$ cat config.mk
export PLATFORM = sky130hd
export DESIGN_NAME = irq_aggregator
export DESIGN_NICKNAME = d
export VERILOG_FILES = /design/src/rtl/irq_aggregator.sv
export SDC_FILE = /design/constraint.sdc
export NUM_CORES = 1
export LEC_CHECK = 0
export CAP_MARGIN = 20
export CORE_ASPECT_RATIO = 0.5
export CORE_MARGIN = 3
export CORE_UTILIZATION = 35
export DETAILED_ROUTE_END_ITERATION = 10
export HOLD_SLACK_MARGIN = 0.08
export PLACE_DENSITY_LB_ADDON = 0.2
export SKIP_CTS_REPAIR_TIMING = 1
export SLEW_MARGIN = 20
export SYNTH_ARGS = -nofsm -noshare
export SYNTH_HDL_FRONTEND = slang
export SYNTH_SLANG_ARGS = --single-unit
$ cat constraint.sdc
create_clock -name clk -period 1.55 [get_ports clk]
set_input_delay 0.155 -clock clk [delete_from_list [all_inputs] [get_ports clk]]
set_output_delay 0.155 -clock clk [all_outputs]
set_load 0.02 [all_outputs]
$ cat src/rtl/irq_aggregator.sv
// Interrupt aggregator: per-channel synchroniser, edge/level pending latch, mask, fixed priority,
// req/ack handshake to a single CPU interrupt. Optional lost-edge flags enabled by IRQ_AGG_OVERFLOW_EN.
module irq_aggregator #(
   parameter int CHANNELS    = 8,
   parameter int SYNC_STAGES = 2
) (
   input  logic                        clk,
   input  logic                        nreset,
   input  logic [CHANNELS-1:0]         irq_in,
   input  logic [CHANNELS-1:0]         edge_sel,
   input  logic [CHANNELS-1:0]         mask,
   input  logic [CHANNELS-1:0]         clr,
   input  logic                        irq_ack,
   output logic                        cpu_irq,
   output logic [$clog2(CHANNELS)-1:0] irq_id,
   output logic [CHANNELS-1:0]         pending,
   output logic [CHANNELS-1:0]         overflow
);
   localparam int ID_W = $clog2(CHANNELS);

   typedef enum logic [1:0] {IDLE, ASSERT, HOLDOFF} state_t;
   state_t state, state_next;

   logic [CHANNELS-1:0] sync_q [SYNC_STAGES];
   logic [CHANNELS-1:0] synced, prev, edge_det, active;
   logic [CHANNELS-1:0] id_onehot, ack_clr, pending_next;
   logic [ID_W-1:0]     prio_id, id_next;
   logic                prio_found, cpu_irq_next, ack_take;

   always_ff @(posedge clk) begin
      if (!nreset) begin
         for (int unsigned s = 0; s < SYNC_STAGES; s++) sync_q[s] <= '0;
         prev <= '0;
      end else begin
         sync_q[0] <= irq_in;
         for (int unsigned s = 1; s < SYNC_STAGES; s++) sync_q[s] <= sync_q[s-1];
         prev <= synced;
      end
   end

   assign synced    = sync_q[SYNC_STAGES-1];
   assign edge_det  = synced & ~prev;
   assign active    = pending & mask;
   assign id_onehot = CHANNELS'(1) << irq_id;
   assign ack_clr   = ack_take ? id_onehot : '0;

   // Edge channels: set beats clear. Level channels simply track the synchronised input.
   assign pending_next = (edge_sel & (edge_det | (pending & ~(clr | ack_clr))))
                       | (~edge_sel & synced);

   always_ff @(posedge clk) begin
      if (!nreset) pending <= '0;
      else         pending <= pending_next;
   end

`ifdef IRQ_AGG_OVERFLOW_EN
   always_ff @(posedge clk) begin
      if (!nreset) overflow <= '0;
      else         overflow <= (edge_sel & edge_det & pending) | (overflow & ~clr);
   end
`else
   assign overflow = '0;
`endif

   always_comb begin
      prio_id    = '0;
      prio_found = 1'b0;
      for (int unsigned i = 0; i < CHANNELS; i++) begin
         if (active[i] && !prio_found) begin
            prio_id    = ID_W'(i);
            prio_found = 1'b1;
         end
      end
   end

   always_comb begin
      state_next   = state;
      cpu_irq_next = 1'b0;
      id_next      = irq_id;
      ack_take     = 1'b0;
      case (state)
         IDLE: begin
            if (prio_found) begin
               state_next   = ASSERT;
               cpu_irq_next = 1'b1;
               id_next      = prio_id;
            end
         end
         ASSERT: begin
            // Ack outranks withdrawal of the latched channel.
            if (irq_ack) begin
               state_next = HOLDOFF;
               ack_take   = 1'b1;
            end else if ((active & id_onehot) == '0) begin
               state_next = IDLE;
            end else begin
               cpu_irq_next = 1'b1;
            end
         end
         HOLDOFF: state_next = IDLE;
         default: state_next = IDLE;
      endcase
   end

   always_ff @(posedge clk) begin
      if (!nreset) begin
         state   <= IDLE;
         cpu_irq <= 1'b0;
         irq_id  <= '0;
      end else begin
         state   <= state_next;
         cpu_irq <= cpu_irq_next;
         irq_id  <= id_next;
      end
   end

endmodule
Word-level counts from Yosys, hierarchy flattened

Memory sizes are Yosys's and may differ from the RTL's.
Index checks and enable logic that the tools add are counted.

Bits in registers: 22
RAM bits: 16
Input bits: 35
Output and inout bits: 20
Logic and storage cells: 72
Memories: 1

Equal/unequal tests: 3
Shift operators: 1
Mux-type cells: 30
Bitwise gates (word level): 14
Reduce and logical (&&, ||, !) cells: 18

Memory list:

| name   | depth | width | rd ports | clocked after memory_dff | write ports | RTL line | RTL |
|---|---|---|---|---|---|---|---|
| sync_q | 2     | 8     | 2        | 0                        | 2           | 24       | `logic [CHANNELS-1:0] sync_q [SYNC_STAGES];` |

Operators with widths:

| kind                | number |
|---|---|
| $and 8x8->8         | 6 |
| $mux 8              | 3 |
| $not 8->8           | 3 |
| $or 8x8->8          | 3 |
| $mux 3              | 6 |
| $mux 1              | 16 |
| $logic_not 8->1     | 1 |
| $shl 1x3->8 const A | 1 |
| $logic_and 1x1->1   | 7 |
| $logic_not 1->1     | 7 |
| $mux 2              | 3 |
| $pmux 2 s2          | 1 |
| $reduce_and 2->1    | 2 |
| $ne 3x3->1 const B  | 1 |
| $eq 2x1->1 const B  | 1 |
| $logic_not 2->1     | 1 |
| $ne 2x2->1 const B  | 1 |
| $or 1x1->1          | 2 |
| $pmux 1 s2          | 1 |

Logic depth before layout (Yosys ltp)

Gate-level depths: netlist (run 1).

Depth in word-level cells: 25
Depth in mapped cells: 5
Depth with buffers taken out: 4

Worst setup path before layout (run 1)

OpenSTA, ideal clock, no wires.

Kind: register to register
Start point: register pending[4]
End point: register cpu_irq
Setup time: 125 ps
Data arrival time: 1,308 ps
Data required time: 1,425 ps
Path slack: 117 ps
Cell stages (with the launch flop): 5
Buffers on the path: 0
Clock period less this slack: 1,433 ps
Cell sequence: dfxtp_1 -> a222oi_1 -> a41oi_1 -> a32oi_1 -> o21ai_1

Cells in the longest elaborated chain, start to end: 14
Elaborated cells between the ends (all ways): 18
Classes of those cells: mux (8); bitwise (2); reduce/logical (8)

Ends and longest elaborated chain:

| what                   | RTL line | RTL |
|---|---|---|
| start, declared        | 16       | `output logic [CHANNELS-1:0] pending,` |
| start signal, assigned | 53       | `else pending <= pending_next;` |
| $and 8x8->8 *          | 43       | `assign active = pending & mask;` |
| $logic_and 1x1->1      | 69       | `if (active[i] && !prio_found) begin` |
| $mux 1                 | 69       |  |
| $logic_not 1->1        | 69       |  |
| $logic_and 1x1->1      | 69       |  |
| $mux 1                 | 69       |  |
| $logic_not 1->1        | 69       |  |
| $logic_and 1x1->1      | 69       |  |
| $mux 1                 | 69       |  |
| $logic_not 1->1        | 69       |  |
| $logic_and 1x1->1      | 69       |  |
| $mux 1                 | 69       |  |
| $mux 1                 | 83       | `if (prio_found) begin` |
| $pmux 1 s2 *           | 81       | `case (state)` |
| end signal, assigned   | 112      | `cpu_irq <= cpu_irq_next;` |
| end, declared          | 14       | `output logic cpu_irq,` |

Mark *: on every way between the ends. The rest lies on a longest branch, timed or not.
A chain may end at the register's enable or synchronous reset.

Worst setup path in the final report (run 1)

Start point: register pending[3]
End point: output pending[3]

No word-level cell between the ends.

==> results of run 1 <==
## registers in the layout (all words and copies together), names as in the netlist
signal,cells
pending,8
irq_id,3
cpu_irq,1
prev,8
sync_q,16
state,2
## power by group
part | internal [mW] | total (mW) | switching [mW]
Sequential | 1.02 | 1.04 | 0.0230
Clock | 0.357 | 0.691 | 0.334
Combinational | 0.180 | 0.326 | 0.147
## stage by stage
stage | utilization | hold WS, ps | power (mW) | setup WS (ps) | cells
global placement | 0.513 | 414 | 1.39 | -98.0 | 260
detailed placement | 0.513 | 418 | 1.39 | -146 | 260
global route | 0.542 | 428 | 2.16 | 26.8 | 269
floorplan | - | 282 | 1.23 | 117 | 163
CTS | 0.537 | 434 | 2.08 | -106 | 268
finish | 0.542 | 434 | 2.06 | 64.6 | 269
## worst paths after layout
kind	start	endpoint	slack (ps)	cells past startpoint
worst max-delay path	pending[3]$_SDFF_PN0_	pending[3]	60	1
worst min-delay path	sync_q[0][0]$_SDFF_PN0_	sync_q[0][8]$_SDFF_PN0_	430	1
worst max register to register	pending[4]$_SDFF_PN0_	state[0]$_SDFFE_PN0P_	100	4
worst min register to register	sync_q[0][0]$_SDFF_PN0_	sync_q[0][8]$_SDFF_PN0_	430	1
## synth_stat cells (all sizes together), types with 3 or more instances
master,number,area share
a21o,8,0.040
buf,8,0.040
nand4b,11,0.064
nand2,16,0.040
nor2,3,0.0075
and2,26,0.11
a21oi,9,0.030
dfxtp,38,0.51
clkbuf,7,0.018
nand3,3,0.010
o21ai,3,0.010
## layout by cell type, fill, tap and decap left out, drive strengths merged, types with 4 or more instances in the layout
| cell type | Yosys | routed |
|---|---|---|
| clkdlybuf4s50 | 0 | 42 |
| buf | 8 | 13 |
| nand2 | 16 | 16 |
| a21oi | 9 | 9 |
| nand4b | 11 | 11 |
| clkbuf | 7 | 6 |
| dfxtp | 38 | 38 |
| dlymetal6s2s | 0 | 4 |
| and2 | 26 | 26 |
| conb | 1 | 8 |
| a21o | 8 | 8 |
## final cells by class
cell class | count | area, um^2 | share of cell area
clock buffers | 6 | 82.6 | 0.0381
repair buffers | 59 | 568 | 0.262
well taps | 54 | 67.6 | 0.0312
flip-flops and latches | 38 | 762 | 0.351
clock inverters | 2 | 12.5 | 0.00577
multi-input cells | 109 | 672 | 0.310
inverters | 1 | 3.75 | 0.00173
## per-layer routing
layer | up-vias | wire length, um | GRT usage
li1 | 648 | - | -
met1 | 604 | 1520 | 0.161
met2 | 36 | 1670 | 0.226
met3 | 2 | 202 | 0.0478
met4 | 0 | 17 | 0.0408
met5 | - | 0 | 0
## kinds of logic after synthesis
| family | Yosys count |
|---|---|
| AND/OR/NAND/NOR | 67 |
| buffers and inverters | 16 |
| flip-flops | 38 |
| other | 1 |
| AO/OA/AOI/OAI | 34 |
==> results_dict.tcl, run 1 <==
set metrics [dict create \
    outcome "finished clean" \
    synth_fa_ha_area_frac 0 \
    wl_mm 3.41 \
    path_cells "clkdlybuf4s50_1" \
    synthXorXnorAreaFrac 0 \
    slowest_stage "clkdlybuf4s50_1" \
    synth_seq_cells 38 \
    crit_path_max_incr_delay_ps 640 \
    ant_nets 0 \
    setup_tns_ps 0 \
    port-buffer-count 46 \
    maxCapViolations 0 \
    end_kind "output pin" \
    cts_tree "done" \
    finalSetupViolations 0 \
    max_freq_mhz 673 \
    placementRows 16 \
    fin_crit_ps 1490 \
    initial_core_util 0.374 \
    drive_gt1_frac 0.102 \
    slew_viol_final 0 \
    powerDensity_nw_per_um2 951 \
    dieWidth_um 98.5 \
    finalNetCount 249 \
    leakagePower_nw 0.963 \
    grt_pass1_wl_mm 5.29 \
    cp_max_fo 5 \
    synth_ff_type "dfxtp_1" \
    synth_top_family_by_area "simple AND/OR/NAND/NOR gates" \
    critical_path_required_ps 1390 \
    grt_max_degree 38 \
    antenna_found_initial 0 \
    grt.total_usage 0.133 \
    htreeDepth 2 \
    vias_per_cell 4.80 \
    synthArstFlopShare 0 \
    area_growth_pct 44.9 \
    wl_per_cell_um 12.7 \
    diodes 0 \
    arrival_ps 1330 \
    clock_path_buffers 2 \
    synth_cells 156 \
    worstSetupStartpointType "flop" \
    worstHoldPathType "flop to flop" \
    ys_seq_area_frac 0.508 \
    worstSetupPathType "flop to output pin" \
    ios 55 \
    num_vias 1290 \
    rsz0062_at_grt "false" \
    drtIter0Drc 41 \
    route.detailed.drc 0 \
    placed_area_um2 2050 \
    avgSynthCellArea_um2 9.59 \
    min_period_over_period 0.958 \
    cts_root_buf "clkbuf_8" \
    die_h_um 52.2 \
    worst-path-buf-inv 1 \
    die_area_um2 5140 \
    hold_viol_final 0 \
    clock-skew-final_ps 4.60 \
    grt_pass1_vias 1186 \
    grt_overflow 0 \
    synth_edf_count 0 \
    synth-compound-area-share 0.160 \
    synthSimpleGateAreaFrac 0.269 \
    clk_pin_slew_ps 70 \
    dp_hpwl_mm 2.52 \
    core_area_um2 4000 \
    ys_warn_count 0 \
    cts_sinks 38 \
    drt_pre_antenna_iters 4 \
    numCtsBuffers 5 \
    synth_cell_types 30 \
    finalInstanceArea_um2 2170 \
    fillers 392 \
    synthMuxAreaShare 0 \
    syn_area_um2 1500 \
    crit_family "buffers and inverters" \
    gp_congestion 0.790 \
    insertion_delay_ps 280 \
    ir_drop_uv 383 \
]
(Power assumes the default switching activity.)
==> run 2, diff against run 1 <==
--- a/config.mk
+++ b/config.mk
@@ -10,7 +10,7 @@
 export CORE_MARGIN = 3
 export CORE_UTILIZATION = 35
 export DETAILED_ROUTE_END_ITERATION = 10
-export HOLD_SLACK_MARGIN = 0.08
+export HOLD_SLACK_MARGIN = 0.12
 export PLACE_DENSITY_LB_ADDON = 0.2
 export SKIP_CTS_REPAIR_TIMING = 1
 export SLEW_MARGIN = 20
==> constraint.sdc (replaced) <==
create_clock -name clk -period 1.62 [get_ports clk]
set_input_delay 0.162 -clock clk [delete_from_list [all_inputs] [get_ports clk]]
set_output_delay 0.162 -clock clk [all_outputs]
set_load 0.02 [all_outputs]
==> run 2 against run 1 <==
Core utilization rose by 0.38 points. Critical path depth stayed put. Setup slack improved by 29 ps. Total power grew 11%. Clock skew fell by 0.77 ps. Non-clock buffer count is 3 lower. Combinational power decreased by 6.4%. Worst hold slack got worse by 1.2 ps. Routed wire length fell by 3.7%. Flip-flop and latch count did not move. Via count fell by 2.0%. Count of clock-buffer cells in the layout is the same.
==> results_dict.tcl, run 2 (same netlist as run 1, synthesis figures left out) <==
set metrics [dict create \
    outcome "finished clean" \
    grt_pass1_wl_mm 5.29 \
    r2r_setup_slack_ps 220 \
    cts_tree "done" \
    powerDensity_nw_per_um2 1040 \
    rsz0062_at_grt "false" \
    clock-skew-final_ps 3.83 \
    antenna_found_initial 0 \
    finalSetupViolations 0 \
    insertion_delay_ps 290 \
    drt_pre_antenna_iters 4 \
    dr_wl_met2_mm 1.49 \
    hold_viol_final 0 \
    end_kind "output pin" \
    leakagePower_nw 0.903 \
    fin_ws_ps 93.6 \
    area_growth_pct 45.9 \
    dieWidth_um 98.5 \
    hp-start "sync_q[0][4]$_SDFF_PN0_" \
    largest_register_ffs 16 \
    maxCapViolations 0 \
    port-buffer-count 46 \
    clock_path_buffers 2 \
    route.detailed.drc 0 \
    diodes 0 \
    setup_tns_ps 0 \
    total_power_mw 2.28 \
    fin_crit_ps 1530 \
    ant_nets 0 \
    numCtsBuffers 5 \
    drtIter0Drc 66 \
    die_area_um2 5140 \
    finalNetCount 246 \
    cp.depth 1 \
    cp_max_fo 12 \
    worst-path-buf-inv 1 \
    arrival_ps 1360 \
    critical_path_required_ps 1460 \
    num_vias 1264 \
    fillers 376 \
    max_freq_mhz 655 \
    wl_met3_um 294 \
    ios 55 \
    slew_viol_final 0 \
    cts_root_buf "clkbuf_8" \
    core_area_um2 4000 \
    reg2reg_to "cpu_irq$_SDFF_PN0_" \
    path_cells "clkdlybuf4s50_1" \
    final_cell_mix "46 x clkdlybuf4s50_1, 37 x dfxtp_1, 26 x and2_1, 16 x nand2_1, 11 x nand4b_1" \
    crit_path_max_incr_delay_ps 640 \
    dp_hpwl_mm 2.48 \
    multi_input_area_um2 672 \
    layout_commonest_cell "clkdlybuf4s50_1" \
    grt.total_usage 0.134 \
    grt_overflow 0 \
    ir_drop_uv 509 \
    worstHoldPathType "flop to flop" \
    crit_family "buffers and inverters" \
    critical_path.startpoint "irq_id[2]$_SDFFE_PN0P_" \
    vias_per_cell 4.75 \
    regArea_um2 762 \
    met1_length_mm 1.46 \
    r2r_cells 4 \
    wl_mm 3.28 \
    initial_core_util 0.374 \
    dpl_worst_slack_ps -67.3 \
    cts_sinks 38 \
    die_h_um 52.2 \
    htreeDepth 2 \
    drive_gt1_frac 0.0896 \
    grt_pass1_vias 1178 \
    highest_layer "met4" \
    r2r_start "pending[4]$_SDFF_PN0_" \
    clk_pin_slew_ps 70 \
    slowest_stage "clkdlybuf4s50_1" \
    worstSetupPathType "flop to output pin" \
    min_period_over_period 0.942 \
    placementRows 16 \
    top_register "sync_q" \
    largestRegisters "sync_q (16), pending (8), prev (8)" \
    wl_per_cell_um 12.3 \
    gp_congestion 0.786 \
    worstSetupStartpointType "flop" \
    grt_max_degree 38 \
    worstSetupEndpoint "irq_id[2]" \
]
## run 2: changes by cell type in the layout (fill, tap and decap cells not counted)
cell | before | now
buf_4 | 13 | 10
clkinvlp_4 | 1 | 0
dlymetal6s2s_1 | 4 | 0
bufinv_16 | 0 | 2
clkdlybuf4s50_1 | 42 | 46
clkinv_2 | 1 | 0
## run 2: per-layer routing
metal	up-vias	track usage
met5	-	0
met3	5	0.0505
met1	560	0.161
met4	0	0.0476
li1	648	-
met2	51	0.223
## run 2: final cells by class
| type | instances | share of cell area |
|---|---|---|
| clock inverters | 2 | 0.0275 |
| repair buffers | 56 | 0.245 |
| well taps | 54 | 0.0309 |
| flip-flops and latches | 38 | 0.349 |
| clock buffers | 6 | 0.0378 |
| inverters | 1 | 0.00172 |
| multi-input cells | 109 | 0.308 |
## run 2: metrics by stage
step | utilization | area, um^2 | cells | hold slack (ps)
after floorplan | - | 1520 | 163 | 289
after global placement | 0.509 | 2040 | 258 | 415
after detailed placement | 0.509 | 2040 | 258 | 417
after CTS | 0.545 | 2180 | 266 | 435
after global routing | 0.545 | 2180 | 266 | 445
final | 0.545 | 2180 | 266 | 433
## run 2: worst min path at each step
stage                     cells past startpoint  slack [ps]                        to
final                                         1         430  sync_q[0][12]$_SDFF_PN0_
after global routing                          2         450   sync_q[0][5]$_SDFF_PN0_
after CTS                                     1         430  sync_q[0][12]$_SDFF_PN0_
after detailed placement                      1         420  sync_q[0][12]$_SDFF_PN0_
after global placement                        1         410  sync_q[0][14]$_SDFF_PN0_
after floorplan                               1         290   sync_q[0][0]$_SDFF_PN0_
## run 2: worst register-to-register path, delay by kind of cell (launching register included)
kind,cells,cell delay [ps]
AO/OA/AOI/OAI,4,970
flip-flops,1,320
## run 2: report_power, final
part	switching, mW	internal, mW	leakage [nW]
registers	0.0216	0.978	0.312
clock network	0.319	0.656	0.0714
logic	0.137	0.168	0.520
